`config.mk`:
```
export PLATFORM = sky130hd
export DESIGN_NAME = audio_dac_i2s_tx_flat
export DESIGN_NICKNAME = d
export VERILOG_FILES = /design/src/rtl/audio_dac_i2s_tx_if.sv /design/src/rtl/audio_dac_i2s_tx.sv /design/src/flat_wrapper.sv
export SDC_FILE = /design/constraint.sdc
export NUM_CORES = 1
export LEC_CHECK = 0
export CORE_ASPECT_RATIO = 1.25
export CORE_MARGIN = 4
export CORE_UTILIZATION = 58
export CTS_CLUSTER_DIAMETER = 150
export DETAILED_ROUTE_END_ITERATION = 7
export GPL_TIMING_DRIVEN = 0
export PLACE_DENSITY = 0.76
export SLEW_MARGIN = 10
export SYNTH_ARGS = -nofsm -noshare
export SYNTH_HDL_FRONTEND = slang
export SYNTH_SLANG_ARGS = --single-unit
```
`constraint.sdc`:
```
create_clock -name clk_clk -period 6.25 [get_ports clk_clk]
set_clock_uncertainty 0.05 [all_clocks]
set_input_delay 1.25 -clock clk_clk [delete_from_list [all_inputs] [get_ports clk_clk]]
set_output_delay 1.25 -clock clk_clk [all_outputs]
set_load 0.005 [all_outputs]
```
`src/rtl/audio_dac_i2s_tx_if.sv`:
```
// audio_dac_i2s_tx_if: stereo PCM frame handshake into the I2S playback FIFO
// Signals: in_valid/in_ready handshake, in_left/in_right two's-complement samples.
// Modports: master drives frames, slave (the DAC block) returns in_ready.
`timescale 1ns/1ps
interface audio_dac_i2s_tx_if #(parameter int DATA_WIDTH = 24);
  logic in_valid;
  logic in_ready;
  logic [DATA_WIDTH-1:0] in_left;
  logic [DATA_WIDTH-1:0] in_right;
  modport master(output in_valid, in_left, in_right, input in_ready);
  modport slave(input in_valid, in_left, in_right, output in_ready);
endinterface

```
`src/rtl/audio_dac_i2s_tx.sv`:
```
// audio_dac_i2s_tx: FIFO-buffered stereo PCM to I2S DAC serialiser, codec is clock master
// Ports: clk_clk/reset_reset_n (async active-low) system clock and reset; enable playback;
//   s_in frame handshake (in_valid/in_ready/in_left/in_right); bclk_export and
//   dac_lr_clk_export asynchronous codec clocks (LR 0 = left); dac_data_export serial data;
//   fifo_level buffered frames; underflow sticky flag with clear_underflow.
// Option AUDIO_DAC_UNDERFLOW_CNT_EN adds a saturating 16-bit underflow_count output.
`timescale 1ns/1ps
module audio_dac_i2s_tx #(
  parameter int DATA_WIDTH = 24,
  parameter int FIFO_AW = 3
) (
  input  logic clk_clk,
  input  logic reset_reset_n,
  input  logic enable,
  audio_dac_i2s_tx_if.slave s_in,
  input  logic bclk_export,
  input  logic dac_lr_clk_export,
  output logic dac_data_export,
  output logic [FIFO_AW:0] fifo_level,
  output logic underflow,
  input  logic clear_underflow
`ifdef AUDIO_DAC_UNDERFLOW_CNT_EN
  ,
  output logic [15:0] underflow_count
`endif
);
  localparam int DEPTH = 2 ** FIFO_AW;
  localparam int CW = $clog2(DATA_WIDTH + 1);
  logic [1:0] bclk_sync, lr_sync;
  logic bclk_d, lr_prev, run;
  logic [DATA_WIDTH-1:0] sr, hold;
  logic [CW-1:0] bit_cnt;
  logic [FIFO_AW:0] wr_ptr, rd_ptr;
  logic [2*DATA_WIDTH-1:0] mem [DEPTH];
  logic [2*DATA_WIDTH-1:0] rd_data;
  logic fe, left_b, right_b, empty, full, push, pop, uf_ev;
  assign fe = bclk_d & ~bclk_sync[1];
  assign left_b = fe & ~lr_sync[1] & lr_prev;
  assign right_b = fe & lr_sync[1] & ~lr_prev;
  assign fifo_level = wr_ptr - rd_ptr;
  assign empty = wr_ptr == rd_ptr;
  // pointers differ only in the wrap bit when every slot is occupied
  assign full = (wr_ptr ^ rd_ptr) == {1'b1, {FIFO_AW{1'b0}}};
  assign s_in.in_ready = run & ~full;
  assign push = s_in.in_valid & s_in.in_ready;
  assign pop = left_b & enable & ~empty;
  assign uf_ev = left_b & enable & empty;
  assign rd_data = mem[rd_ptr[FIFO_AW-1:0]];
  always_ff @(posedge clk_clk)
    if (push) mem[wr_ptr[FIFO_AW-1:0]] <= {s_in.in_left, s_in.in_right};
  always_ff @(posedge clk_clk or negedge reset_reset_n)
    if (!reset_reset_n) begin
      bclk_sync <= '0;
      lr_sync <= '0;
      bclk_d <= 1'b0;
      lr_prev <= 1'b1;
      run <= 1'b0;
      wr_ptr <= '0;
      rd_ptr <= '0;
      underflow <= 1'b0;
    end else begin
      bclk_sync <= {bclk_sync[0], bclk_export};
      lr_sync <= {lr_sync[0], dac_lr_clk_export};
      bclk_d <= bclk_sync[1];
      lr_prev <= fe ? lr_sync[1] : lr_prev;
      run <= 1'b1;
      wr_ptr <= wr_ptr + {{FIFO_AW{1'b0}}, push};
      rd_ptr <= rd_ptr + {{FIFO_AW{1'b0}}, pop};
      underflow <= uf_ev | (underflow & ~clear_underflow);
    end
  // boundary fe only loads; the MSB leaves on the following fe (one-BCLK I2S delay)
  always_ff @(posedge clk_clk or negedge reset_reset_n)
    if (!reset_reset_n) begin
      sr <= '0;
      hold <= '0;
      bit_cnt <= '0;
      dac_data_export <= 1'b0;
    end else if (left_b | right_b) begin
      sr <= right_b ? hold : pop ? rd_data[2*DATA_WIDTH-1:DATA_WIDTH] : '0;
      hold <= right_b ? hold : pop ? rd_data[DATA_WIDTH-1:0] : '0;
      bit_cnt <= CW'(DATA_WIDTH);
    end else if (fe) begin
      dac_data_export <= (bit_cnt != '0) & sr[DATA_WIDTH-1];
      sr <= sr << 1;
      bit_cnt <= (bit_cnt == '0) ? '0 : bit_cnt - 1'b1;
    end
`ifdef AUDIO_DAC_UNDERFLOW_CNT_EN
  always_ff @(posedge clk_clk or negedge reset_reset_n)
    if (!reset_reset_n) underflow_count <= '0;
    else underflow_count <= uf_ev ? (clear_underflow ? 16'd1 : (&underflow_count) ? underflow_count : underflow_count + 16'd1)
                                  : clear_underflow ? '0 : underflow_count;
`endif
endmodule
```
`src/flat_wrapper.sv`:
```
// flat-port wrapper written by rule: the top's interface ports become plain ports
module audio_dac_i2s_tx_flat 
#(
  parameter int DATA_WIDTH = 24,
  parameter int FIFO_AW = 3
)
  (clk_clk, reset_reset_n, enable, bclk_export, dac_lr_clk_export, dac_data_export, fifo_level, underflow, clear_underflow, s_in_in_valid, s_in_in_left, s_in_in_right, s_in_in_ready);
  audio_dac_i2s_tx_if #(.DATA_WIDTH(DATA_WIDTH)) s_in_i ();
  input  logic clk_clk;
  input  logic reset_reset_n;
  input  logic enable;
  input  logic bclk_export;
  input  logic dac_lr_clk_export;
  output logic dac_data_export;
  output logic [FIFO_AW:0] fifo_level;
  output logic underflow;
  input  logic clear_underflow;
  input wire logic [$bits(s_in_i.in_valid)-1:0] s_in_in_valid;
  input wire logic [$bits(s_in_i.in_left)-1:0] s_in_in_left;
  input wire logic [$bits(s_in_i.in_right)-1:0] s_in_in_right;
  output wire logic [$bits(s_in_i.in_ready)-1:0] s_in_in_ready;
  assign s_in_i.in_valid = s_in_in_valid;
  assign s_in_i.in_left = s_in_in_left;
  assign s_in_i.in_right = s_in_in_right;
  assign s_in_in_ready = s_in_i.in_ready;
  audio_dac_i2s_tx #(.DATA_WIDTH(DATA_WIDTH), .FIFO_AW(FIFO_AW)) u_core (.clk_clk(clk_clk), .reset_reset_n(reset_reset_n), .enable(enable), .s_in(s_in_i), .bclk_export(bclk_export), .dac_lr_clk_export(dac_lr_clk_export), .dac_data_export(dac_data_export), .fifo_level(fifo_level), .underflow(underflow), .clear_underflow(clear_underflow));
endmodule
```
==> flow_metrics.tcl <==
set metrics [dict create \
    hpwl_mm 23.9 \
    grt_pass1_vias 9334 \
    crit_fanout 10 \
    cts_buffers 42 \
    avgSynthCellArea_um2 19.7 \
    groute.usage.overall_pct 22.2 \
    ys.flop_type "edfxtp_1" \
    synth_top_cell_by_area "edfxtp_1" \
    clk_pin_slew_ns 0.06 \
    layout_commonest_cell "edfxtp_1" \
    cp-start-kind "register" \
    synth_edf_count 384 \
    drt_iter0_markers 988 \
    mappedNetlistArea_um2 17700 \
    ant_nets 0 \
    syn2layout_area_growth_pct 16.2 \
    clock_sinks 454 \
    via_count 9004 \
    power_density_nw_per_um2 384 \
    die-area_um2 33500 \
    tritoncts "built" \
    cts_buffer_depth 3 \
    yosysTopAreaCellShare_pct 65.0 \
    peakVddDrop_v 0.000235 \
    cap_violations 0 \
    tns_ns 0 \
    antenna_found_initial 0 \
    cts_hold_buf 0 \
    arrival_ns 3.00 \
    grt_max_degree 40 \
    core_region_area_um2 30100 \
    drive_gt1_share_pct 22.3 \
    die_w_um 164 \
    fin_crit_ns 4.30 \
    drv_slew 0 \
    start_util_pct 58.9 \
    mostFrequentLayoutCells "edfxtp_1, mux4_2, dfrtp_1" \
    finalHoldViolCount 0 \
    ios 62 \
    drc_errors 0 \
    gp_congestion 0.817 \
    io_buffers 61 \
    rsz0062_at_grt "false" \
    antenna_cells 0 \
    worstSetupPathType "reg -> out" \
    hp-class "reg -> reg" \
    rows 71 \
    fin_crit_sh_pct 68.8 \
    worst_ep_required_time_ns 4.95 \
    synthTopCellsByArea "edfxtp_1, dfrtp_1, mux4_2" \
    final_cell_area_um2 20600 \
    vias_per_cell 6.16 \
    die_h_um 204 \
    first_pass_iters 5 \
    ys_ff_latch 454 \
    nets 1094 \
    cts-root-buf "clkbuf_16" \
    cts_resized 0 \
    worstMarginPinSlew_ns 0.813 \
    status "complete, no violations" \
    routed_wl_mm 35.9 \
    postSynthCellCount 900 \
    async_flop_share_pct 15.4 \
    relSlewSlack_pct 45.8 \
    cp-end-kind "primary output" \
    yosys.cell_types.count 44 \
    yosysWarnings 0 \
    seq_area_frac_synth_pct 74.8 \
    overflow 0 \
    grt_pass1_wl_mm 55.6 \
    placed_area_um2 19300 \
    routedWlPerCell_um 24.6 \
    worstSkewPairLatency_ns 0.54 \
    setup_violations 0 \
    post_cts_buffers 0 \
    synthesis.nets 964 \
    p_leak_uw 0.00679 \
    fmax_ghz 0.232 \
    cts-htree-levels 2 \
]
kinds of logic (layout without fill, tap and decap cells):
logic type	after synthesis	after routing	share of synthesized area, %
other	1	1	0.0211
adder cells (fa/ha/maj)	9	9	0.677
flip-flops	454	454	74.8
AO/OA/AOI/OAI	109	109	5.22
buffers and inverters	66	226	1.85
AND/OR/NAND/NOR	87	87	2.12
XOR/XNOR	8	8	0.395
multiplexers	166	166	14.9
state kept, by name (all words and copies together) (netlist names), 2 cells and up:
signal and count:
u_core.rd_ptr 4, u_core.wr_ptr 4, u_core.sr 24, u_core.bit_cnt 5, u_core.lr_sync 2, u_core.mem 384, u_core.hold 24, u_core.bclk_sync 2
cells in the mapped netlist, drive strengths merged, types with 6 or more instances:
library cell / number
inv: 10
dfrtp: 69
mux2i: 46
nand2: 10
o2bb2ai: 23
mux4: 73
a22o: 26
edfxtp: 384
xnor2: 6
mux2: 47
nor2: 58
ha: 8
buf: 33
clkbuf: 23
a221oi: 46
final timing paths:
| kind | endpoint | slack [ns] | from | cells past startpoint |
|---|---|---|---|---|
| min in group asynchronous | u_core.wr_ptr[1] | 0.61 | reset_reset_n | 1 |
| max reg2reg | u_core.mem[5][5] | 2.61 | u_core.rd_ptr[2] | 10 |
| min | u_core.bclk_sync[1] | 0.31 | u_core.bclk_sync[0] | 0 |
| min reg2reg | u_core.bclk_sync[1] | 0.31 | u_core.bclk_sync[0] | 0 |
| max in group asynchronous | u_core.sr[14] | 4.99 | reset_reset_n | 2 |
| max | fifo_level[3] | 1.95 | u_core.rd_ptr[2] | 7 |
routing by layer:
layer | GRT usage, % | part of all wire, % | vias up
met5 | 0 | 0 | -
met4 | 5.35 | 1.8 | 0
met3 | 3.32 | 5.9 | 54
met1 | 32.4 | 42 | 4727
li1 | - | - | 3930
met2 | 36.2 | 50 | 293
where the power goes:
part	switching [uW]	internal, uW	total [uW]
clock	1030	1390	2430
sequential	143	3630	3770
combinational	906	814	1720
worst max-delay path: stages, from the launching register on:
cell and delay [ns]:
dfrtp_1 0.38, buf_2 0.35, buf_2 0.41, inv_1 0.13, ha_1 0.37, a21oi_1 0.17
xnor2_1 0.13, clkdlybuf4s50_1 0.51
through the flow:
stage          power, uW  utilization [%]  setup WS, ns  hold WS (ns)  instances
6_report            7910             68.5          1.95         0.308       1461
2_1_floorplan       4900                -         0.783         0.281        900
3_3_place_gp        5460             62.6         -2.88         0.283       1362
3_5_place_dp        5550             64.2          2.48         0.291       1387
4_1_cts             7970             68.5          1.89         0.310       1461
5_1_grt             8240             68.5          1.78         0.324       1461
area by class of cell:
type,count,area [um2]
Sequential cell,454,13300
Fill cell,1846,9490
Inverter,10,37.5
Buffer,56,290
Clock inverter,17,125
Tap cell,401,502
Timing Repair Buffer,86,1020
Clock buffer,57,1170
Multi-Input combinational cell,380,4190
No activity file was read; power rests on OpenSTA's default activity.
